===== config.mk =====
export PLATFORM = sky130hd
export DESIGN_NAME = icache_refill_unit
export DESIGN_NICKNAME = d
export VERILOG_FILES = /design/src/rtl/icache_refill_unit.sv
export SDC_FILE = /design/constraint.sdc
export NUM_CORES = 1
export LEC_CHECK = 0
export CAP_MARGIN = 20
export CORE_MARGIN = 5
export CORE_UTILIZATION = 35
export CTS_BUF_LIST = sky130_fd_sc_hd__clkbuf_8
export DETAILED_ROUTE_END_ITERATION = 7
export GPL_TIMING_DRIVEN = 0
export PLACE_DENSITY = 0.72
export SETUP_SLACK_MARGIN = 0.4
export SKIP_CTS_REPAIR_TIMING = 1
export SLEW_MARGIN = 20
export SYNTH_ARGS = -nofsm -noshare
export SYNTH_HDL_FRONTEND = slang
export SYNTH_SLANG_ARGS = --single-unit

===== constraint.sdc =====
create_clock -name clk -period 2.89 [get_ports clk]
set_clock_uncertainty 0.05 [all_clocks]
set_input_delay 0.578 -clock clk [delete_from_list [all_inputs] [get_ports clk]]
set_output_delay 0.578 -clock clk [all_outputs]
set_load 0.01 [all_outputs]

===== src/rtl/icache_refill_unit.sv =====
// icache_refill_unit: icache miss handler. Issues one block-aligned DRAM read,
// assembles the returned beats and presents the block as a one-cycle refill.
//
// Ports:
//   clk, rst                 clock, synchronous active-high reset
//   miss_valid, miss_addr    icache miss and missing PC
//   flush                    backend recovery, cancels the refill
//   mem_req_*                read request to DRAM (valid/ready)
//   mem_resp_*               response beats (no back-pressure)
//   refill_*                 one-cycle block write to the icache
//   busy                     refill in progress
module icache_refill_unit #(
  parameter int ADDR_WIDTH = 32,
  parameter int BLOCK_SIZE = 64,
  parameter int BEAT_WIDTH = 32
) (
  input  logic                  clk,
  input  logic                  rst,
  input  logic                  miss_valid,
  input  logic [ADDR_WIDTH-1:0] miss_addr,
  input  logic                  flush,
  output logic                  mem_req_valid,
  input  logic                  mem_req_ready,
  output logic [ADDR_WIDTH-1:0] mem_req_addr,
  input  logic                  mem_resp_valid,
  input  logic [BEAT_WIDTH-1:0] mem_resp_data,
  output logic                  refill_valid,
  output logic [ADDR_WIDTH-1:0] refill_addr,
  output logic [BLOCK_SIZE-1:0] refill_data,
  output logic                  busy
);

  localparam int NUM_BEATS   = BLOCK_SIZE / BEAT_WIDTH;
  localparam int OFFSET_BITS = $clog2(BLOCK_SIZE / 8);
  localparam int CNT_W       = (NUM_BEATS > 1) ? $clog2(NUM_BEATS) : 1;

  localparam logic [CNT_W-1:0] LAST_BEAT = CNT_W'(NUM_BEATS - 1);

  localparam logic [ADDR_WIDTH-1:0] OFF_MASK =
    ADDR_WIDTH'((64'd1 << OFFSET_BITS) - 64'd1);

  typedef enum logic [1:0] {
    S_IDLE,
    S_REQ,
    S_RESP,
    S_DONE
  } state_t;

  state_t                r_state;
  state_t                w_next;
  logic [ADDR_WIDTH-1:0] r_addr;
  logic [CNT_W-1:0]      r_cnt;
  logic                  r_cancel;
  logic [BLOCK_SIZE-1:0] r_data;

  logic                  w_accept;
  logic                  w_handshake;
  logic                  w_beat;
  logic                  w_last;
  logic                  w_cancel;
  logic [ADDR_WIDTH-1:0] w_aligned;

  assign w_accept    = (r_state == S_IDLE) && miss_valid && !flush;
  assign w_handshake = (r_state == S_REQ) && !flush && mem_req_ready;
  assign w_beat      = (r_state == S_RESP) && mem_resp_valid;
  assign w_last      = w_beat && (r_cnt == LAST_BEAT);
  assign w_aligned   = miss_addr & ~OFF_MASK;

  // A flush landing on the final beat must also abandon the refill.
  assign w_cancel    = r_cancel || flush;

  always_ff @(posedge clk) begin
    if (rst) begin
      r_state <= S_IDLE;
    end else begin
      r_state <= w_next;
    end
  end

  always_comb begin
    w_next = r_state;
    unique case (r_state)
      S_IDLE: begin
        if (w_accept) w_next = S_REQ;
      end
      S_REQ: begin
        if (flush)              w_next = S_IDLE;
        else if (mem_req_ready) w_next = S_RESP;
      end
      S_RESP: begin
        if (w_last) w_next = w_cancel ? S_IDLE : S_DONE;
      end
      S_DONE: begin
        w_next = S_IDLE;
      end
    endcase
  end

  always_comb begin
    mem_req_valid = 1'b0;
    refill_valid  = 1'b0;
    busy          = 1'b0;
    unique case (r_state)
      S_IDLE: busy = 1'b0;
      S_REQ: begin
        mem_req_valid = 1'b1;
        busy          = 1'b1;
      end
      S_RESP: busy = 1'b1;
      S_DONE: begin
        refill_valid = !flush;
        busy         = 1'b1;
      end
    endcase
  end

  assign mem_req_addr = r_addr;
  assign refill_addr  = r_addr;
  assign refill_data  = r_data;

  // Beats outside RESP are protocol errors and are dropped.
  always_ff @(posedge clk) begin
    if (rst) begin
      r_addr   <= '0;
      r_cnt    <= '0;
      r_cancel <= 1'b0;
      r_data   <= '0;
    end else begin
      if (w_accept) begin
        r_addr   <= w_aligned;
        r_cancel <= 1'b0;
      end
      if (w_handshake) begin
        r_cnt <= '0;
      end
      if ((r_state == S_RESP) && flush) begin
        r_cancel <= 1'b1;
      end
      if (w_beat) begin
        r_data[int'(r_cnt)*BEAT_WIDTH +: BEAT_WIDTH] <= mem_resp_data;
        if (!w_last) r_cnt <= r_cnt + CNT_W'(1);
      end
    end
  end

endmodule

==> flow_metrics.py, run 1 <==
metrics = {
    "drt": {
        "avgRoutedWirePerCell_um": 14.3,
        "first_pass_iters": 4,
        "vias": 3766,
        "antenna_left": 0,
        "drt_iter0_drc": 174,
        "viasPerCell": 4.58,
        "drt-total-wl_mm": 11.8,
        "route.detailed.drc": 0,
    },
    "die": {
        "die-area_um2": 13200,
        "start_util_pct": 35.6,
        "core_area_um2": 10800,
        "rows": 38,
        "die_x_um": 115,
        "die_h_um": 115,
        "ioPinCount": 201,
    },
    "setup_path": {
        "crit_buf_inv": 3,
        "critPathKind": "flop to primary output",
        "crit_start": "r_state[0]",
        "slowest_stage": "clkdlybuf4s50_1",
        "r2r_cells": 5,
        "cp_max_fo": 10,
        "crit_path_max_incr_delay_ns": 0.57,
        "reg2reg_to": "refill_data[42]",
        "arrival_ns": 1.73,
        "worstPathCellList": "clkbuf_4 -> inv_2 -> nor2_1 -> clkdlybuf4s50_1",
        "r2r-start": "r_state[0]",
        "cp_top_family": "buffers and inverters",
        "required_ns": 2.26,
        "reg2reg_slack_ns": 1.26,
        "startpoint_type": "flop",
        "endpoint_kind": "primary output",
    },
    "synth": {
        "yosysSeqAreaShare_pct": 50.3,
        "synth_common_cells": "nand2_1 (166), dfxtp_1 (97), a21oi_1 (87)",
        "synth_edf_count": 0,
        "yosysTopAreaCellShare_pct": 50.3,
        "synth_cell_type_count": 31,
        "synthFlopType": "dfxtp_1",
        "yosys_warnings": 0,
        "yosysMostFrequentCell": "nand2_1",
        "async_reset_ff_share_pct": 0,
        "syn_avg_cell_area_um2": 8.18,
        "ys_ff_latch": 97,
        "synth_area_leader_cell": "dfxtp_1",
        "netlist_area_um2": 3860,
        "ys_top_cells_by_area": "dfxtp_1 (50%), nand2_1 (16%), a21oi_1 (11%)",
        "netlist_instances": 472,
    },
    "global_routing": {
        "grt_pass1_wl_mm": 18.4,
        "gr-usage-all-layers_pct": 17.4,
        "grt_max_degree": 17,
        "antenna_found_initial": 0,
        "first_global_vias": 3788,
        "grt.overflow.total": 0,
    },
    "sta": {
        "hold_viol_final": 0,
        "rsz0062_at_grt": "false",
        "setup_viol": 0,
        "holdWs_ns": 0.410,
        "worst_pin_slew_ns": 0.723,
        "totalNegativeSetupSlack_ns": 0,
        "drv_slew": 0,
        "relSlewSlack_pct": 51.8,
        "layout_min_cycle_time_ns": 2.35,
        "fmax_ghz": 0.425,
        "fin_crit_sh_pct": 81.4,
    },
    "clock_tree": {
        "cts_tree": "built",
        "root_buffer": "clkbuf_8",
        "cts.clk_slew.worst_paths_ns": 0.09,
        "ctsHtreeMaxLevel": 3,
        "clk_latency_ns": 0.36,
        "cts_buffers": 9,
        "clock_sink_count": 97,
        "cts_max_path_buffers": 2,
    },
    "job": {
        "timing.max_cap.violations": 0,
    },
    "power_and_ir_drop": {
        "p_clk_share_pct": 36.9,
        "seqPwrFrac_pct": 50.2,
        "power.leakage_nw": 2.25,
        "power_mw": 2.75,
        "p_int_mw": 2.11,
        "comb_power_share_pct": 12.9,
        "p_per_area_nw_per_um2": 443,
        "p_sw_mw": 0.635,
        "p_sw_share_pct": 23.1,
        "irDropWorstVdd_v": 0.000223,
    },
    "finish": {
        "drive_gt1_share_pct": 15.8,
        "fin_area_um2": 6200,
        "diodes": 0,
        "fin_nets": 748,
        "fill_cells": 1011,
        "area.growth.synth_to_final_pct": 60.6,
    },
    "placement": {
        "place.port_buffers": 190,
        "gp_congestion": 0.780,
        "placed_area_um2": 5960,
        "dp_hpwl_mm": 9.14,
    },
    "min_path": {
        "min_to": "refill_data[61]",
        "worst_hold_path_type": "flop to flop",
        "whs_path_depth": 2,
        "min_from": "refill_data[61]",
    },
    "run_status": {
        "status": "complete, no violations",
    },
}
## placed cells by master (no fill, tap or decap), types with 2 or more instances in the layout
cell type / instances
a21oi_1: 87
a21oi_2: 10
buf_2: 13
buf_4: 40
buf_6: 2
bufinv_16: 2
clkbuf_1: 11
clkbuf_8: 11
clkdlybuf4s50_1: 188
clkinv_4: 2
conb_1: 6
dfxtp_1: 97
dlymetal6s2s_1: 2
nand2_1: 166
nand2_2: 20
nor2_1: 3
nor3_1: 2
## worst register-to-register path, cell delays in order (launching register included)
cell and delay [ns]:
dfxtp_1 0.40, clkbuf_4 0.23, nand4b_4 0.20, clkbuf_1 0.41
nand2_1 0.11, a21oi_1 0.16
## routing by layer
layer | up-vias | global-route usage (%) | share of wire, %
met3 | 21 | 5.42 | 9.0
met1 | 1726 | 19.7 | 40
met5 | - | 0 | 0
met2 | 126 | 30.5 | 49
li1 | 1893 | - | -
met4 | 0 | 6.57 | 2.1
## how the worst max path moves through the flow
stage,endpoint,cells after the start
after global placement,refill_valid,3
after detailed placement,refill_valid,3
after CTS,refill_valid,3
after global routing,mem_req_valid,4
after floorplan,mem_req_addr[23],5
final,mem_req_valid,4
## power by group through the flow
stage	Combinational (mW)	Sequential, mW	Clock, mW
floorplan	0.135	1.42	0
global placement	0.351	1.41	0
detailed placement	0.355	1.41	0
CTS	0.357	1.38	1.04
global route	0.380	1.38	1.11
finish	0.353	1.38	1.01
## registers in the layout, indices dropped and copies added, names as in the netlist
register      cells
refill_data      64
mem_req_addr     29
r_state           2
r_cancel          1
r_cnt             1
## cells by family (layout without fill, tap and decap cells)
kind of cell / Yosys count / count (layout) / share of synthesized area [%]
DFF: 97 / 97 / 50.3
buffers and inverters: 70 / 276 / 11.8
AOI/OAI and AO/OA: 101 / 101 / 14.5
and+or+nand+nor: 203 / 203 / 23.3
other: 1 / 6 / 0.0971
## final cells by class
type                            count  area (um^2)  share of cell area, %
Inverter                            1         3.75                 0.0605
Clock inverter                      5         86.3                   1.39
Sequential cell                    97         1940                   31.3
Timing Repair Buffer              190         1910                   30.7
Buffer                             69          455                   7.34
Clock buffer                       11          151                   2.44
Multi-Input combinational cell    310         1480                   23.9
Tap cell                          140          175                   2.82
## through the flow
| stage | setup WS, ns | utilization, % | std cells |
|---|---|---|---|
| after CTS | 0.287 | 57.1 | 823 |
| after detailed placement | 0.284 | 55.0 | 807 |
| after global placement | 0.307 | 55.0 | 807 |
| after floorplan | 1.25 | - | 477 |
| after global routing | 0.455 | 57.2 | 823 |
| final | 0.536 | 57.2 | 823 |
No activity file was read; power rests on OpenSTA's default activity.
==> run 2, diff against run 1 <==
==> constraint.sdc (replaced) <==
create_clock -name clk -period 2.2 [get_ports clk]
set_clock_uncertainty 0.05 [all_clocks]
set_input_delay 0.44 -clock clk [delete_from_list [all_inputs] [get_ports clk]]
set_output_delay 0.44 -clock clk [all_outputs]
set_load 0.01 [all_outputs]
==> run 2 against run 1 <==
Sequential share of layout area fell by 0.41 points. Worst setup slack got worse by 0.18 ns. Register-to-register slack got worse by 0.63 ns. Utilization rose by 2.0 points. Critical path depth did not move. Via count rose by 0.82%. Combinational power rose by 31%. Global-route usage did not move. Wire length rose by 1.8%. Critical path type unchanged. Critical endpoint is now refill_valid. Largest cell class unchanged.
==> flow_metrics.py, run 2 (synthesis gave the netlist of run 1 again) <==
metrics = {
    "sta": {
        "fmax_ghz": 0.544,
        "holdWs_ns": 0.407,
        "fin_crit_sh_pct": 83.6,
        "setup_slack_ns": 0.361,
        "drv_slew": 0,
        "rsz0062_at_grt": "true",
        "setup_viol": 0,
        "hold_viol_final": 0,
        "worst_pin_slew_ns": 0.740,
        "layout_min_cycle_time_ns": 1.84,
        "relSlewSlack_pct": 50.7,
    },
    "power_and_ir_drop": {
        "power_mw": 3.61,
        "p_per_area_nw_per_um2": 562,
        "irDropWorstVdd_v": 0.000293,
        "power.leakage_nw": 3.39,
    },
    "global_routing": {
        "gr-usage-all-layers_pct": 17.4,
        "antenna_found_initial": 0,
        "grt_pass1_wl_mm": 18.4,
        "grt_max_degree": 17,
        "first_global_vias": 3788,
        "grt.overflow.total": 0,
    },
    "die": {
        "ioPinCount": 201,
        "rows": 38,
        "die_x_um": 115,
        "die_h_um": 115,
        "core_area_um2": 10800,
        "die-area_um2": 13200,
        "start_util_pct": 35.6,
    },
    "clock_tree": {
        "cts.clk_slew.worst_paths_ns": 0.09,
        "cts_max_path_buffers": 2,
        "clk_latency_ns": 0.35,
        "ctsHtreeMaxLevel": 3,
        "clock_sink_count": 97,
        "cts_tree": "built",
        "cts_buffers": 9,
        "root_buffer": "clkbuf_8",
    },
    "setup_path": {
        "crit_path_max_incr_delay_ns": 0.37,
        "r2r-start": "r_state[0]",
        "endpoint_kind": "primary output",
        "startpoint_type": "flop",
        "arrival_ns": 1.35,
        "cp_max_fo": 10,
        "crit_start": "r_state[0]",
        "slowest_stage": "dfxtp_2",
        "worstPathCellList": "clkbuf_4 -> inv_2 -> nor3b_1 -> clkbuf_2",
        "critPathKind": "flop to primary output",
        "required_ns": 1.71,
    },
    "finish": {
        "fill_cells": 981,
        "final_common_cell": "nand2_1",
        "final_cell_mix": "nand2_1 (166), clkdlybuf4s50_1 (124), a21oi_1 (87)",
        "drive_gt1_share_pct": 21.3,
        "largest_reg_flops": 64,
        "diodes": 0,
        "area.growth.synth_to_final_pct": 66.1,
        "fin_nets": 752,
        "fin_area_um2": 6410,
    },
    "drt": {
        "avgRoutedWirePerCell_um": 14.5,
        "antenna_left": 0,
        "first_pass_iters": 4,
        "vias": 3797,
        "route.detailed.drc": 0,
        "drt-total-wl_mm": 12.0,
        "drt_iter0_drc": 179,
        "viasPerCell": 4.59,
    },
    "job": {
        "timing.max_cap.violations": 0,
    },
    "placement": {
        "dp_hpwl_mm": 9.14,
        "place.port_buffers": 190,
        "gp_congestion": 0.780,
        "place_ws_ns": -0.130,
        "placed_area_um2": 5960,
    },
    "min_path": {
        "min_from": "refill_data[53]",
        "worst_hold_path_type": "flop to flop",
    },
    "run_status": {
        "status": "complete, no violations",
    },
}
run 2: cell count changes in the layout (fill, tap and decap cells not counted), sizes merged:
cell	change
clkbuf	+4
buf	+3
clkdlybuf4s50	-64
dlymetal6s2s	+61
run 2: final timing paths:
check	to	slack, ns	cells after the start
setup reg to reg	refill_data[42]	0.63	5
hold / removal	refill_data[53]	0.41	2
setup / recovery	refill_valid	0.36	4
hold reg to reg	refill_data[53]	0.41	2
run 2: cell type report:
cell class / count / area (um^2) / area share (%)
sequential: 97 / 1980 / 30.9
clock buffer: 11 / 151 / 2.36
inverter: 1 / 3.75 / 0.0585
clock inverter: 5 / 86.3 / 1.35
multi-input combinational: 310 / 1480 / 23.1
timing repair buffer: 194 / 2070 / 32.3
tap: 140 / 175 / 2.73
buffer: 69 / 459 / 7.16
run 2: power breakdown:
part	total, mW	leakage [nW]	switching (mW)	internal [mW]
Sequential	1.82	0.798	0.0257	1.79
Combinational	0.461	2.47	0.189	0.272
Clock	1.33	0.120	0.619	0.711
run 2: stage by stage:
step	util (%)	std cells	TNS (ns)
final	59.2	827	0
after global routing	59.2	827	0
after CTS	57.1	823	-0.232
after detailed placement	55.0	807	-0.147
after global placement	55.0	807	-0.107
after floorplan	-	477	0
run 2: per-layer routing:
metal / wire length, um / up-vias / track usage, %
met4: 248 / 0 / 6.57
met5: 0 / - / 0
met3: 1070 / 22 / 5.42
met2: 5830 / 136 / 30.5
li1: - / 1904 / -
met1: 4810 / 1735 / 19.7
run 2: worst max-delay path: cells and delay by family, from the launching register on:
kind / cells / cell delay (ns)
flops: 1 / 0.37
simple gates: 1 / 0.17
buf+inv: 3 / 0.44
==> run 3, diff against run 2 <==
==> constraint.sdc (replaced) <==
create_clock -name clk -period 1.7 [get_ports clk]
set_clock_uncertainty 0.05 [all_clocks]
set_input_delay 0.34 -clock clk [delete_from_list [all_inputs] [get_ports clk]]
set_output_delay 0.34 -clock clk [all_outputs]
set_load 0.01 [all_outputs]
==> run 3 against run 2 <==
Cell area increased by 9.8%. Critical path depth decreased by 1. Register-to-register slack got worse by 0.51 ns. Wire length increased by 13%. Total power increased by 36%. Final cell count increased by 3.1%. First-iteration DRC count decreased by 25%. Non-clock buffer count increased by 26. Largest cell class unchanged. Largest power group unchanged. Highest routed layer unchanged.
==> flow_metrics.py, run 3 (synthesis gave the netlist of run 1 again) <==
metrics = {
    "run_status": {
        "status": "complete, no violations",
    },
    "finish": {
        "seq_area_um2": 1990,
        "drive_gt1_share_pct": 49.7,
        "area.growth.synth_to_final_pct": 82.4,
        "fin_nets": 778,
        "final_common_cell": "nand2_1",
        "fin_cells": 853,
        "fill_cells": 926,
        "final_cell_mix": "nand2_1 (128), clkbuf_2 (68), clkdlybuf4s50_1 (62), dfxtp_1 (62), a21oi_2 (54)",
        "multiInputGateArea_um2": 1930,
        "largest_reg_flops": 64,
    },
    "die": {
        "die_x_um": 115,
        "ioPinCount": 201,
        "die-area_um2": 13200,
        "core_area_um2": 10800,
        "start_util_pct": 35.6,
        "die_h_um": 115,
        "rows": 38,
    },
    "drt": {
        "route.detailed.drc": 0,
        "antenna_left": 0,
        "avgRoutedWirePerCell_um": 15.9,
        "viasPerCell": 4.67,
        "drt-total-wl_mm": 13.6,
        "first_pass_iters": 4,
        "drt_iter0_drc": 134,
        "vias": 3982,
    },
    "global_routing": {
        "first_global_vias": 3666,
        "gr-usage-all-layers_pct": 17.0,
        "grt.overflow.total": 0,
        "grt_max_degree": 16,
        "grt_pass1_wl_mm": 18.1,
        "antenna_found_initial": 0,
    },
    "setup_path": {
        "cp_max_fo": 5,
        "endpoint_kind": "primary output",
        "arrival_ns": 1.22,
        "critPathKind": "flop to primary output",
        "required_ns": 1.31,
        "startpoint_type": "flop",
    },
    "placement": {
        "gp_congestion": 0.794,
        "place_ws_ns": -0.433,
        "dp_hpwl_mm": 9.26,
        "numPlacedInstances": 807,
        "place.port_buffers": 190,
    },
    "sta": {
        "fmax_ghz": 0.619,
        "drv_slew": 0,
        "setup_slack_ns": 0.0851,
        "worst_pin_slew_ns": 0.739,
        "rsz0062_at_grt": "true",
        "relSlewSlack_pct": 50.8,
        "hold_viol_final": 0,
        "setup_viol": 0,
        "fin_crit_sh_pct": 95.0,
        "layout_min_cycle_time_ns": 1.61,
    },
    "clock_tree": {
        "ctsHtreeMaxLevel": 3,
        "cts.clk_slew.worst_paths_ns": 0.09,
        "clock_sink_count": 97,
        "root_buffer": "clkbuf_8",
        "cts_tree": "built",
        "clk_latency_ns": 0.35,
        "cts_max_path_buffers": 2,
        "cts_buffers": 9,
    },
    "power_and_ir_drop": {
        "power.leakage_nw": 3.53,
        "irDropWorstVdd_v": 0.000420,
        "power_mw": 4.90,
        "p_per_area_nw_per_um2": 696,
    },
    "min_path": {
        "worst_hold_path_type": "input port to flop",
    },
    "job": {
        "timing.max_cap.violations": 0,
    },
}
-- run 3: changes by cell type in the layout (fill, tap and decap cells not counted), sizes merged --
cell,change
buf,+50
diode,+1
dlymetal6s2s,-29
clkbuf,+67
bufinv,+1
clkdlybuf4s50,-62
clkinv,-2
-- run 3: final timing paths --
check / cells after the start / endpoint / startpoint / slack [ns]
worst min-delay path: 2 / r_state[0] / flush / 0.33
worst max-delay path: 3 / busy / r_state[0] / 0.09
worst max register to register: 8 / refill_data[29] / r_state[1] / 0.12
worst min register to register: 2 / refill_data[21] / refill_data[21] / 0.41
-- run 3: cell type report --
cell class / count / area share (%)
inverter: 1 / 0.0888
buffer: 69 / 9.27
multi-input combinational: 310 / 27.4
sequential: 97 / 28.3
clock buffer: 11 / 2.15
antenna: 1 / 0.0355
timing repair buffer: 220 / 28.9
clock inverter: 4 / 1.40
tap: 140 / 2.49
-- run 3: power breakdown --
part / leakage, nW / total (mW) / switching, mW / internal (mW)
combinational: 2.61 / 0.704 / 0.306 / 0.398
clock: 0.126 / 1.85 / 0.790 / 1.06
sequential: 0.801 / 2.35 / 0.0375 / 2.31
-- run 3: metal layers --
layer | track usage [%] | part of all wire (%)
met1 | 19.4 | 39
met2 | 30.5 | 53
met3 | 6.16 | 7.6
met4 | 3.68 | 0.64
met5 | 0 | 0
-- run 3: critical path, cell delays in order, from the launching register on --
cell,delay [ns]
dfxtp_4,0.37
buf_6,0.13
or2_1,0.24
buf_6,0.13
-- run 3: per-stage QoR --
| step | hold slack, ns | util, % | area, um^2 | TNS, ns |
|---|---|---|---|---|
| floorplan | 0.363 | - | 3890 | 0 |
| global placement | 0.391 | 55.0 | 5960 | -21.09 |
| detailed placement | 0.399 | 55.0 | 5960 | -23.25 |
| CTS | 0.409 | 57.3 | 6210 | -3.73 |
| global route | 0.324 | 64.9 | 7040 | 0 |
| finish | 0.334 | 65.0 | 7040 | 0 |
